### src/rtl/snn_ff_pkg.sv
// Shared types and helpers for the Forward-Forward goodness path.
package snn_ff_pkg;

  typedef enum logic [1:0] {
    IDLE  = 2'd0,
    ACC   = 2'd1,
    DRAIN = 2'd2,
    DONE  = 2'd3
  } good_state_e;

  typedef enum logic {
    GOOD_SRC_SCNT = 1'b0,
    GOOD_SRC_MEM  = 1'b1
  } good_src_e;

  // Lane value width: wide enough for a spike count or a non-negative membrane.
  function automatic int lane_width(input int scnt_w, input int mem_w);
    return (scnt_w > mem_w - 1) ? scnt_w : mem_w - 1;
  endfunction

endpackage

### src/rtl/goodness_accum_if.sv
// Read-out buses from the neuron core plus the result handshake to the
// learning controller.
interface goodness_accum_if #(
  parameter int PARALLEL = 4,
  parameter int MEM_W    = 12,
  parameter int SCNT_W   = 7,
  parameter int ACC_W    = 32
);
  logic                       good_start;
  logic                       good_sel;
  logic                       good_in_valid;
  logic [SCNT_W*PARALLEL-1:0] post_neur_s_cnt;
  logic [MEM_W*PARALLEL-1:0]  post_neur_mem_bus;
  logic [ACC_W-1:0]           good_thr;
  logic                       good_busy;
  logic [ACC_W-1:0]           goodness;
  logic                       good_pos;
  logic                       good_valid;
  logic                       good_ready;

  modport master (
    output good_start, good_sel, good_in_valid, post_neur_s_cnt,
           post_neur_mem_bus, good_thr, good_ready,
    input  good_busy, goodness, good_pos, good_valid
  );

  modport slave (
    input  good_start, good_sel, good_in_valid, post_neur_s_cnt,
           post_neur_mem_bus, good_thr, good_ready,
    output good_busy, goodness, good_pos, good_valid
  );
endinterface

### src/rtl/goodness_lane.sv
// One lane: source select with ReLU, then registered value (S1) and
// registered square (S2). Validity is tracked by the parent.
module goodness_lane
  import snn_ff_pkg::*;
#(
  parameter int SCNT_W = 7,
  parameter int MEM_W  = 12,
  parameter int LW     = lane_width(SCNT_W, MEM_W)
) (
  input  logic              clk_i,
  input  good_src_e         sel_i,
  input  logic [SCNT_W-1:0] scnt_i,
  input  logic [MEM_W-1:0]  mem_i,
  output logic [2*LW-1:0]   sq_o
);
  localparam int SQ_W = 2 * LW;

  logic [LW-1:0]   val_d;
  logic [LW-1:0]   val_q;
  logic [SQ_W-1:0] sq_q;

  // Pick spike count or ReLU(membrane) for this lane.
  always_comb begin
    // NOTE: default assigned first so every path drives val_d; no latch.
    val_d = LW'(scnt_i);
    if (sel_i == GOOD_SRC_MEM) begin
      val_d = mem_i[MEM_W-1] ? '0 : LW'(mem_i[MEM_W-2:0]);
    end
  end

  // S1 value and S2 square registers; they advance every cycle.
  always_ff @(posedge clk_i) begin
    // NOTE: non-blocking so both stages sample pre-edge values.
    // NOTE: pure datapath, no reset; the parent's stage valids gate its use.
    val_q <= val_d;
    sq_q  <= SQ_W'(val_q) * SQ_W'(val_q);
  end

  assign sq_o = sq_q;

endmodule

### src/rtl/goodness_accum.sv
// Squares and accumulates post-neuron activity over one sweep, then offers
// the saturated goodness and its threshold compare over valid/ready.
module goodness_accum
  import snn_ff_pkg::*;
#(
  parameter int OUTPUT_NEURON             = 256,
  parameter int POST_NEUR_PARALLEL        = 4,
  parameter int POST_NEUR_MEM_WIDTH       = 12,
  parameter int POST_NEUR_SPIKE_CNT_WIDTH = 7,
  parameter int ACC_WIDTH                 = 32
) (
  input  logic             CLK,
  input  logic             RST_N,
  goodness_accum_if.slave  bus
);
  localparam int NWORDS = OUTPUT_NEURON / POST_NEUR_PARALLEL;
  localparam int BW     = (NWORDS > 1) ? $clog2(NWORDS) : 1;
  localparam int LW     = lane_width(POST_NEUR_SPIKE_CNT_WIDTH, POST_NEUR_MEM_WIDTH);
  localparam int SQ_W   = 2 * LW;
  localparam int SUM_W  = SQ_W + $clog2(POST_NEUR_PARALLEL);
  localparam int EXT_W  = ((ACC_WIDTH > SUM_W) ? ACC_WIDTH : SUM_W) + 1;

  good_state_e          state_q, state_d;
  good_src_e            sel_q;
  logic [ACC_WIDTH-1:0] thr_q;
  logic [BW-1:0]        beat_cnt_q;
  logic                 s1_v_q, s2_v_q, s3_v_q;
  logic [SQ_W-1:0]      sq [POST_NEUR_PARALLEL];
  logic [SUM_W-1:0]     sum_d, sum_q;
  logic [EXT_W-1:0]     acc_ext;
  logic [ACC_WIDTH-1:0] acc_d, acc_q;
  logic                 good_valid_q, good_pos_q;
  logic [ACC_WIDTH-1:0] goodness_q;
  logic                 start_acc, beat_accept, load_result, result_taken;

  for (genvar i = 0; i < POST_NEUR_PARALLEL; i++) begin : g_lane
    goodness_lane #(
      .SCNT_W (POST_NEUR_SPIKE_CNT_WIDTH),
      .MEM_W  (POST_NEUR_MEM_WIDTH)
    ) u_lane (
      .clk_i  (CLK),
      .sel_i  (sel_q),
      .scnt_i (bus.post_neur_s_cnt[i*POST_NEUR_SPIKE_CNT_WIDTH +: POST_NEUR_SPIKE_CNT_WIDTH]),
      .mem_i  (bus.post_neur_mem_bus[i*POST_NEUR_MEM_WIDTH +: POST_NEUR_MEM_WIDTH]),
      .sq_o   (sq[i])
    );
  end

  // Lane sum feeding S3, and the saturating accumulate of S3.
  always_comb begin
    sum_d = '0;
    for (int i = 0; i < POST_NEUR_PARALLEL; i++) begin
      sum_d = sum_d + SUM_W'(sq[i]);
    end
    acc_ext = EXT_W'(acc_q) + EXT_W'(sum_q);
    acc_d   = (|acc_ext[EXT_W-1:ACC_WIDTH]) ? '1 : acc_ext[ACC_WIDTH-1:0];
  end

  // Sweep sequencing: next state and one-cycle control strobes.
  always_comb begin
    state_d      = state_q;
    start_acc    = 1'b0;
    beat_accept  = 1'b0;
    load_result  = 1'b0;
    result_taken = 1'b0;
    case (state_q)
      IDLE: begin
        if (bus.good_start) begin
          start_acc = 1'b1;
          state_d   = ACC;
        end
      end
      ACC: begin
        if (bus.good_in_valid) begin
          beat_accept = 1'b1;
          if (beat_cnt_q == BW'(NWORDS - 1)) state_d = DRAIN;
        end
      end
      DRAIN: begin
        if (!(s1_v_q || s2_v_q || s3_v_q)) begin
          load_result = 1'b1;
          state_d     = DONE;
        end
      end
      DONE: begin
        if (bus.good_ready) begin
          result_taken = 1'b1;
          state_d      = IDLE;
        end
      end
      default: state_d = IDLE;
    endcase
  end

  // State register.
  always_ff @(posedge CLK) begin
    if (!RST_N) state_q <= IDLE;
    else        state_q <= state_d;
  end

  // Sweep configuration, beat counter, stage valids and accumulator.
  always_ff @(posedge CLK) begin
    if (!RST_N) begin
      sel_q      <= GOOD_SRC_SCNT;
      thr_q      <= '0;
      beat_cnt_q <= '0;
      s1_v_q     <= 1'b0;
      s2_v_q     <= 1'b0;
      s3_v_q     <= 1'b0;
      acc_q      <= '0;
    end else begin
      s1_v_q <= beat_accept;
      s2_v_q <= s1_v_q;
      s3_v_q <= s2_v_q;
      if (start_acc) begin
        sel_q      <= good_src_e'(bus.good_sel);
        thr_q      <= bus.good_thr;
        beat_cnt_q <= '0;
        acc_q      <= '0;
      end else begin
        if (beat_accept) beat_cnt_q <= beat_cnt_q + BW'(1);
        if (s3_v_q)      acc_q      <= acc_d;
      end
    end
  end

  // S3 lane-sum data register.
  always_ff @(posedge CLK) begin
    sum_q <= sum_d;
  end

  // Registered result, held stable until the consumer takes it.
  always_ff @(posedge CLK) begin
    if (!RST_N) begin
      good_valid_q <= 1'b0;
      good_pos_q   <= 1'b0;
      goodness_q   <= '0;
    end else if (load_result) begin
      good_valid_q <= 1'b1;
      good_pos_q   <= (acc_q >= thr_q);
      goodness_q   <= acc_q;
    end else if (result_taken) begin
      good_valid_q <= 1'b0;
    end
  end

  assign bus.good_busy  = (state_q == ACC) || (state_q == DRAIN);
  assign bus.good_valid = good_valid_q;
  assign bus.good_pos   = good_pos_q;
  assign bus.goodness   = goodness_q;

endmodule

### src/flat_wrapper.sv
// flat-port wrapper written by rule: the top's interface ports become plain ports
module goodness_accum_flat import snn_ff_pkg::*;
#(
  parameter int OUTPUT_NEURON             = 256,
  parameter int POST_NEUR_PARALLEL        = 4,
  parameter int POST_NEUR_MEM_WIDTH       = 12,
  parameter int POST_NEUR_SPIKE_CNT_WIDTH = 7,
  parameter int ACC_WIDTH                 = 32
)
  (CLK, RST_N, bus_good_start, bus_good_sel, bus_good_in_valid, bus_post_neur_s_cnt, bus_post_neur_mem_bus, bus_good_thr, bus_good_ready, bus_good_busy, bus_goodness, bus_good_pos, bus_good_valid);
  goodness_accum_if #(.PARALLEL((4)), .MEM_W((12)), .SCNT_W((7)), .ACC_W(32)) bus_i ();
  input  logic CLK;
  input  logic RST_N;
  input wire logic [$bits(bus_i.good_start)-1:0] bus_good_start;
  input wire logic [$bits(bus_i.good_sel)-1:0] bus_good_sel;
  input wire logic [$bits(bus_i.good_in_valid)-1:0] bus_good_in_valid;
  input wire logic [$bits(bus_i.post_neur_s_cnt)-1:0] bus_post_neur_s_cnt;
  input wire logic [$bits(bus_i.post_neur_mem_bus)-1:0] bus_post_neur_mem_bus;
  input wire logic [$bits(bus_i.good_thr)-1:0] bus_good_thr;
  input wire logic [$bits(bus_i.good_ready)-1:0] bus_good_ready;
  output wire logic [$bits(bus_i.good_busy)-1:0] bus_good_busy;
  output wire logic [$bits(bus_i.goodness)-1:0] bus_goodness;
  output wire logic [$bits(bus_i.good_pos)-1:0] bus_good_pos;
  output wire logic [$bits(bus_i.good_valid)-1:0] bus_good_valid;
  assign bus_i.good_start = bus_good_start;
  assign bus_i.good_sel = bus_good_sel;
  assign bus_i.good_in_valid = bus_good_in_valid;
  assign bus_i.post_neur_s_cnt = bus_post_neur_s_cnt;
  assign bus_i.post_neur_mem_bus = bus_post_neur_mem_bus;
  assign bus_i.good_thr = bus_good_thr;
  assign bus_i.good_ready = bus_good_ready;
  assign bus_good_busy = bus_i.good_busy;
  assign bus_goodness = bus_i.goodness;
  assign bus_good_pos = bus_i.good_pos;
  assign bus_good_valid = bus_i.good_valid;
  goodness_accum #(.OUTPUT_NEURON(OUTPUT_NEURON), .POST_NEUR_PARALLEL(POST_NEUR_PARALLEL), .POST_NEUR_MEM_WIDTH(POST_NEUR_MEM_WIDTH), .POST_NEUR_SPIKE_CNT_WIDTH(POST_NEUR_SPIKE_CNT_WIDTH), .ACC_WIDTH(ACC_WIDTH)) u_core (.CLK(CLK), .RST_N(RST_N), .bus(bus_i));
endmodule
### config.mk
export PLATFORM = sky130hd
export DESIGN_NAME = goodness_accum_flat
export DESIGN_NICKNAME = d
export VERILOG_FILES = /design/src/rtl/snn_ff_pkg.sv /design/src/rtl/goodness_accum_if.sv /design/src/rtl/goodness_lane.sv /design/src/rtl/goodness_accum.sv /design/src/flat_wrapper.sv
export SDC_FILE = /design/constraint.sdc
export NUM_CORES = 1
export LEC_CHECK = 0
export CAP_MARGIN = 20
export CORE_MARGIN = 2
export CORE_UTILIZATION = 40
export CTS_CLUSTER_DIAMETER = 80
export DETAILED_ROUTE_END_ITERATION = 8
export DONT_BUFFER_PORTS = 1
export SLEW_MARGIN = 20
export SYNTH_ARGS = -nofsm -noshare
export SYNTH_HDL_FRONTEND = slang
export SYNTH_HIERARCHICAL = 1
export SYNTH_SLANG_ARGS = --single-unit
### constraint.sdc
create_clock -name CLK -period 6.2 [get_ports CLK]
set_input_delay 0.62 -clock CLK [delete_from_list [all_inputs] [get_ports CLK]]
set_output_delay 0.62 -clock CLK [all_outputs]
set_load 0.005 [all_outputs]
==> out/metrics.json <==
{
  "run_status": {
    "status": "complete, no violations"
  },
  "floorplan": {
    "design.core.area_um2": 63080,
    "dieArea_um2": 65860,
    "fp.dieH_um": 256.6,
    "boundaryPins": 149,
    "start_util": 0.4047,
    "placementRows": 92,
    "dieWidth_um": 256.6
  },
  "final_layout": {
    "antenna_cells": 0,
    "postLayoutCellArea_um2": 27650,
    "area_growth_syn_to_layout_pct": 8.317,
    "layout-drive-gt1-share": 0.03808,
    "finalNetCount": 3570,
    "final_core_utilization": 0.4384
  },
  "routing": {
    "top_sig_layer": "met4",
    "dr_total_vias": 18480,
    "detailroute.wirelength.met2_um": 27860,
    "per_cell_via_count_in_the_routed_design": 4.947,
    "post_route_antenna_net_violation_count": 0,
    "detail_route.wirelength_um": 56640,
    "routed-wl-met3_um": 2232,
    "detail_route.wl_per_cell_um": 15.16,
    "drc": 0,
    "drt_pre_antenna_iters": 5,
    "initialDrtViolationCount": 827,
    "met1_length_um": 25400
  },
  "pwr": {
    "max-vdd-ir-drop_mv": 0.3975,
    "power_per_cell_area_nw_per_um2": 447.5,
    "leakagePower_nw": 13.83
  },
  "run": {
    "maxcap_viol_count": 0
  },
  "cts": {
    "tritoncts_num_sinks": 262,
    "cts_buffer_count": 39,
    "ctsRootBufferMaster": "clkbuf_16",
    "post_cts_clock_slew_at_the_launch_and_capture_registers_of_the_worst_setup_and_hold_paths_ps": 60,
    "post-cts-setup-buffer-count": 0,
    "hold_buf_cts": 0,
    "clock_path_buffers": 3,
    "tritoncts": "done",
    "cts-htree-levels": 2,
    "postCtsResizedCells": 0,
    "worst_skew_pair.late_latency_ps": 570
  },
  "timing": {
    "achievable-frequency_ghz": 0.1882,
    "slew_violations": 0,
    "rsz0062_at_grt": "false",
    "setup_slack_ps": 887.9,
    "finalSetupViolCount": 0,
    "final.period_utilization": 0.8568,
    "setup-tns-final_ps": 0,
    "tightest_slew_margin_relative_to_the_limit": 0.3665,
    "finalCriticalPeriod_ps": 5312,
    "finalClockSkew_ps": 23.28,
    "worst-slew-pin-transition_ps": 948.2,
    "hold_viol": 0
  },
  "setup_path": {
    "worstSetupStartpoint": "u_core/g_lane[1].u_lane/val_q[0]",
    "timing.critical_path.to_type": "flip-flop",
    "critical_path.cell_chain": "and2_1 > inv_1 > fa_1 > fa_1 > inv_1 > fa_1 > fa_1 > inv_1 > fa_1 > inv_1 > ha_1 > nand2_1 > nor2_1 > o2111ai_1 > and3_1 > a211oi_1",
    "critical_path.reg2reg.endpoint": "u_core/g_lane[1].u_lane/sq_o[18]",
    "worst_path_dominant_cell_family": "adder cells",
    "cp-start-kind": "flip-flop",
    "worst-path-buf-inv": 4,
    "rr_startpoint": "u_core/g_lane[1].u_lane/val_q[0]",
    "worst_path_largest_cell_delay_ps": 560,
    "critical_path_cell_count": 16,
    "crit_end": "u_core/g_lane[1].u_lane/sq_o[18]",
    "worstSetupPathType": "reg2reg",
    "critical_path_arrival_ps": 5790,
    "critical_path_peak_fanout": 13,
    "slowest_stage": "dfxtp_1",
    "r2r_cells": 16,
    "reg2reg_setup_slack_ps": 890,
    "critPathRequiredTime_ps": 6670,
    "critical-path-top-cell-by-count": "fa_1"
  },
  "synthesis": {
    "yosys-top-cells-area": "fa_1, dfxtp_1, ha_1, inv_1, nand2_1",
    "synth.largest_area_cell": "fa_1",
    "synth_top_flop_cell": "dfxtp_1",
    "edff_count_synth": 0,
    "synth_seq_area_share": 0.2055,
    "netlist-cell-type-count": 86,
    "syn-mean-instance-area_um2": 8.791,
    "yosys_register_bits": 262,
    "syn_area_um2": 25530,
    "synth_fp_nets": 3614,
    "yosys_warnings": 6,
    "synthCells": 2904,
    "synthArstFlopShare": 0,
    "synth_top_area_share": 0.2345
  },
  "grt": {
    "grt_first_pass_wirelength_um": 96590,
    "groute.usage.overall": 0.1763,
    "vias_in_the_first_global_route": 19660,
    "grt_antenna_before_repair": 0,
    "grt_max_degree": 43,
    "overflow": 0
  },
  "placement": {
    "place.gp.congestion": 0.8840,
    "place_area_um2": 26270,
    "dp_worst_setup_slack_ps": 864.0,
    "detailedPlacementHpwl_um": 46710,
    "port-buffer-count": 0
  },
  "hold_path": {
    "min_path_type": "in2reg"
  }
}
==> report_power, final <==
part	internal [mW]	leakage [nW]	switching, mW	total (mW)
logic	3.17	11.0	4.46	7.63
registers	2.14	2.15	0.253	2.39
clock network	1.47	0.671	0.881	2.35
total	6.78	13.8	5.59	12.4
==> through the flow <==
step | hold WS, ps | total power [mW] | instances
2_1_floorplan | 353.5 | 8.397 | 2904
3_3_place_gp | 443.8 | 9.954 | 3665
3_5_place_dp | 443.3 | 10.10 | 3665
4_1_cts | 127.5 | 12.55 | 3735
5_1_grt | 161.0 | 13.78 | 3735
6_report | 167.5 | 12.37 | 3735
==> routing by layer <==
metal | up-vias | GRT usage
li1 | 9123 | -
met1 | 8983 | 0.2243
met2 | 309 | 0.3145
met3 | 63 | 0.02224
met4 | 0 | 0.04587
met5 | - | 0
==> cell type report <==
class / instances / area [µm²]
multi-input combinational: 1953 / 17680
clock inverter: 21 / 332.8
fill: 6214 / 35430
tap: 846 / 1059
sequential: 262 / 5246
clock buffer: 49 / 1044
inverter: 597 / 2241
timing repair buffer: 7 / 52.55
==> worst min path at each step <==
stage / startpoint / end / cells after the start
final: bus_post_neur_mem_bus[2] / u_core/g_lane[0].u_lane/val_q[2] / 2
after global routing: bus_post_neur_mem_bus[46] / u_core/g_lane[3].u_lane/val_q[10] / 1
after CTS: bus_post_neur_mem_bus[2] / u_core/g_lane[0].u_lane/val_q[2] / 2
after detailed placement: u_core/s1_v_q / u_core/s2_v_q / 1
after global placement: u_core/s1_v_q / u_core/s2_v_q / 1
after floorplan: u_core/g_lane[0].u_lane/val_q[0] / u_core/g_lane[0].u_lane/sq_o[0] / 0
==> layout by cell type (no fill, tap or decap), types with 6 or more instances in the layout <==
cell type | Yosys | layout
a211o_1 | 7 | 7
a211oi_1 | 11 | 11
a21boi_0 | 40 | 40
a21o_1 | 59 | 59
a21oi_1 | 157 | 157
a21oi_2 | 6 | 6
a31oi_1 | 20 | 20
and2_1 | 141 | 141
and3_1 | 17 | 17
buf_4 | 6 | 7
bufinv_16 | 0 | 6
clkbuf_1 | 85 | 7
clkbuf_16 | 0 | 39
dfxtp_1 | 262 | 261
fa_1 | 299 | 299
ha_1 | 297 | 297
inv_1 | 596 | 596
mux2i_1 | 9 | 9
nand2_1 | 322 | 321
nand2b_1 | 19 | 19
nand3_1 | 25 | 25
nand3b_1 | 7 | 7
nand4_1 | 22 | 22
nor2_1 | 74 | 74
nor2b_1 | 35 | 35
nor3_1 | 29 | 29
o211ai_1 | 8 | 8
o21a_1 | 14 | 14
o21ai_0 | 98 | 98
o21ai_1 | 8 | 8
o21bai_1 | 8 | 8
xnor2_1 | 74 | 74
xor2_1 | 50 | 50
==> Yosys cell counts, drive strengths merged (9+ instances only) <==
library cell	count
nor2	74
a21o	60
a31oi	22
nor2b	35
and3	19
nand2b	19
and2	143
nand3	25
o21a	14
nand2	322
mux2i	9
nand4	22
dfxtp	262
xnor2	74
nor3	30
clkbuf	85
a21boi	41
o21ai	107
ha	297
a21oi	163
inv	597
a211oi	12
xor2	50
fa	299
==> registers in the layout (all words and copies together) (netlist names) <==
| signal | flops |
|---|---|
| u_core/beat_cnt_q | 6 |
| u_core/s2_v_q | 1 |
| u_core/thr_q | 32 |
| u_core/sum_q | 24 |
| u_core/bus.good_valid | 1 |
| u_core/s3_v_q | 1 |
| u_core/acc_q | 32 |
| u_core/sel_q | 1 |
| u_core/g_lane.u_lane/val_q | 44 |
| u_core/s1_v_q | 1 |
| u_core/bus.goodness | 32 |
| u_core/state_q | 2 |
| u_core/g_lane.u_lane/sq_o | 84 |
| u_core/bus.good_pos | 1 |
==> logic make-up (layout without fill, tap and decap cells) <==
| group | count (synthesis) | in the layout | synth area share |
|---|---|---|---|
| XOR/XNOR | 124 | 124 | 0.04254 |
| AND/OR/NAND/NOR | 727 | 727 | 0.1397 |
| buffers and inverters | 689 | 674 | 0.1022 |
| flip-flops | 262 | 262 | 0.2055 |
| multiplexers | 13 | 13 | 0.005293 |
| AO/OA/AOI/OAI | 489 | 489 | 0.1241 |
| adder cells (fa/ha/maj) | 596 | 596 | 0.3800 |
| other | 4 | 4 | 0.0005880 |
(Power assumes the default switching activity.)
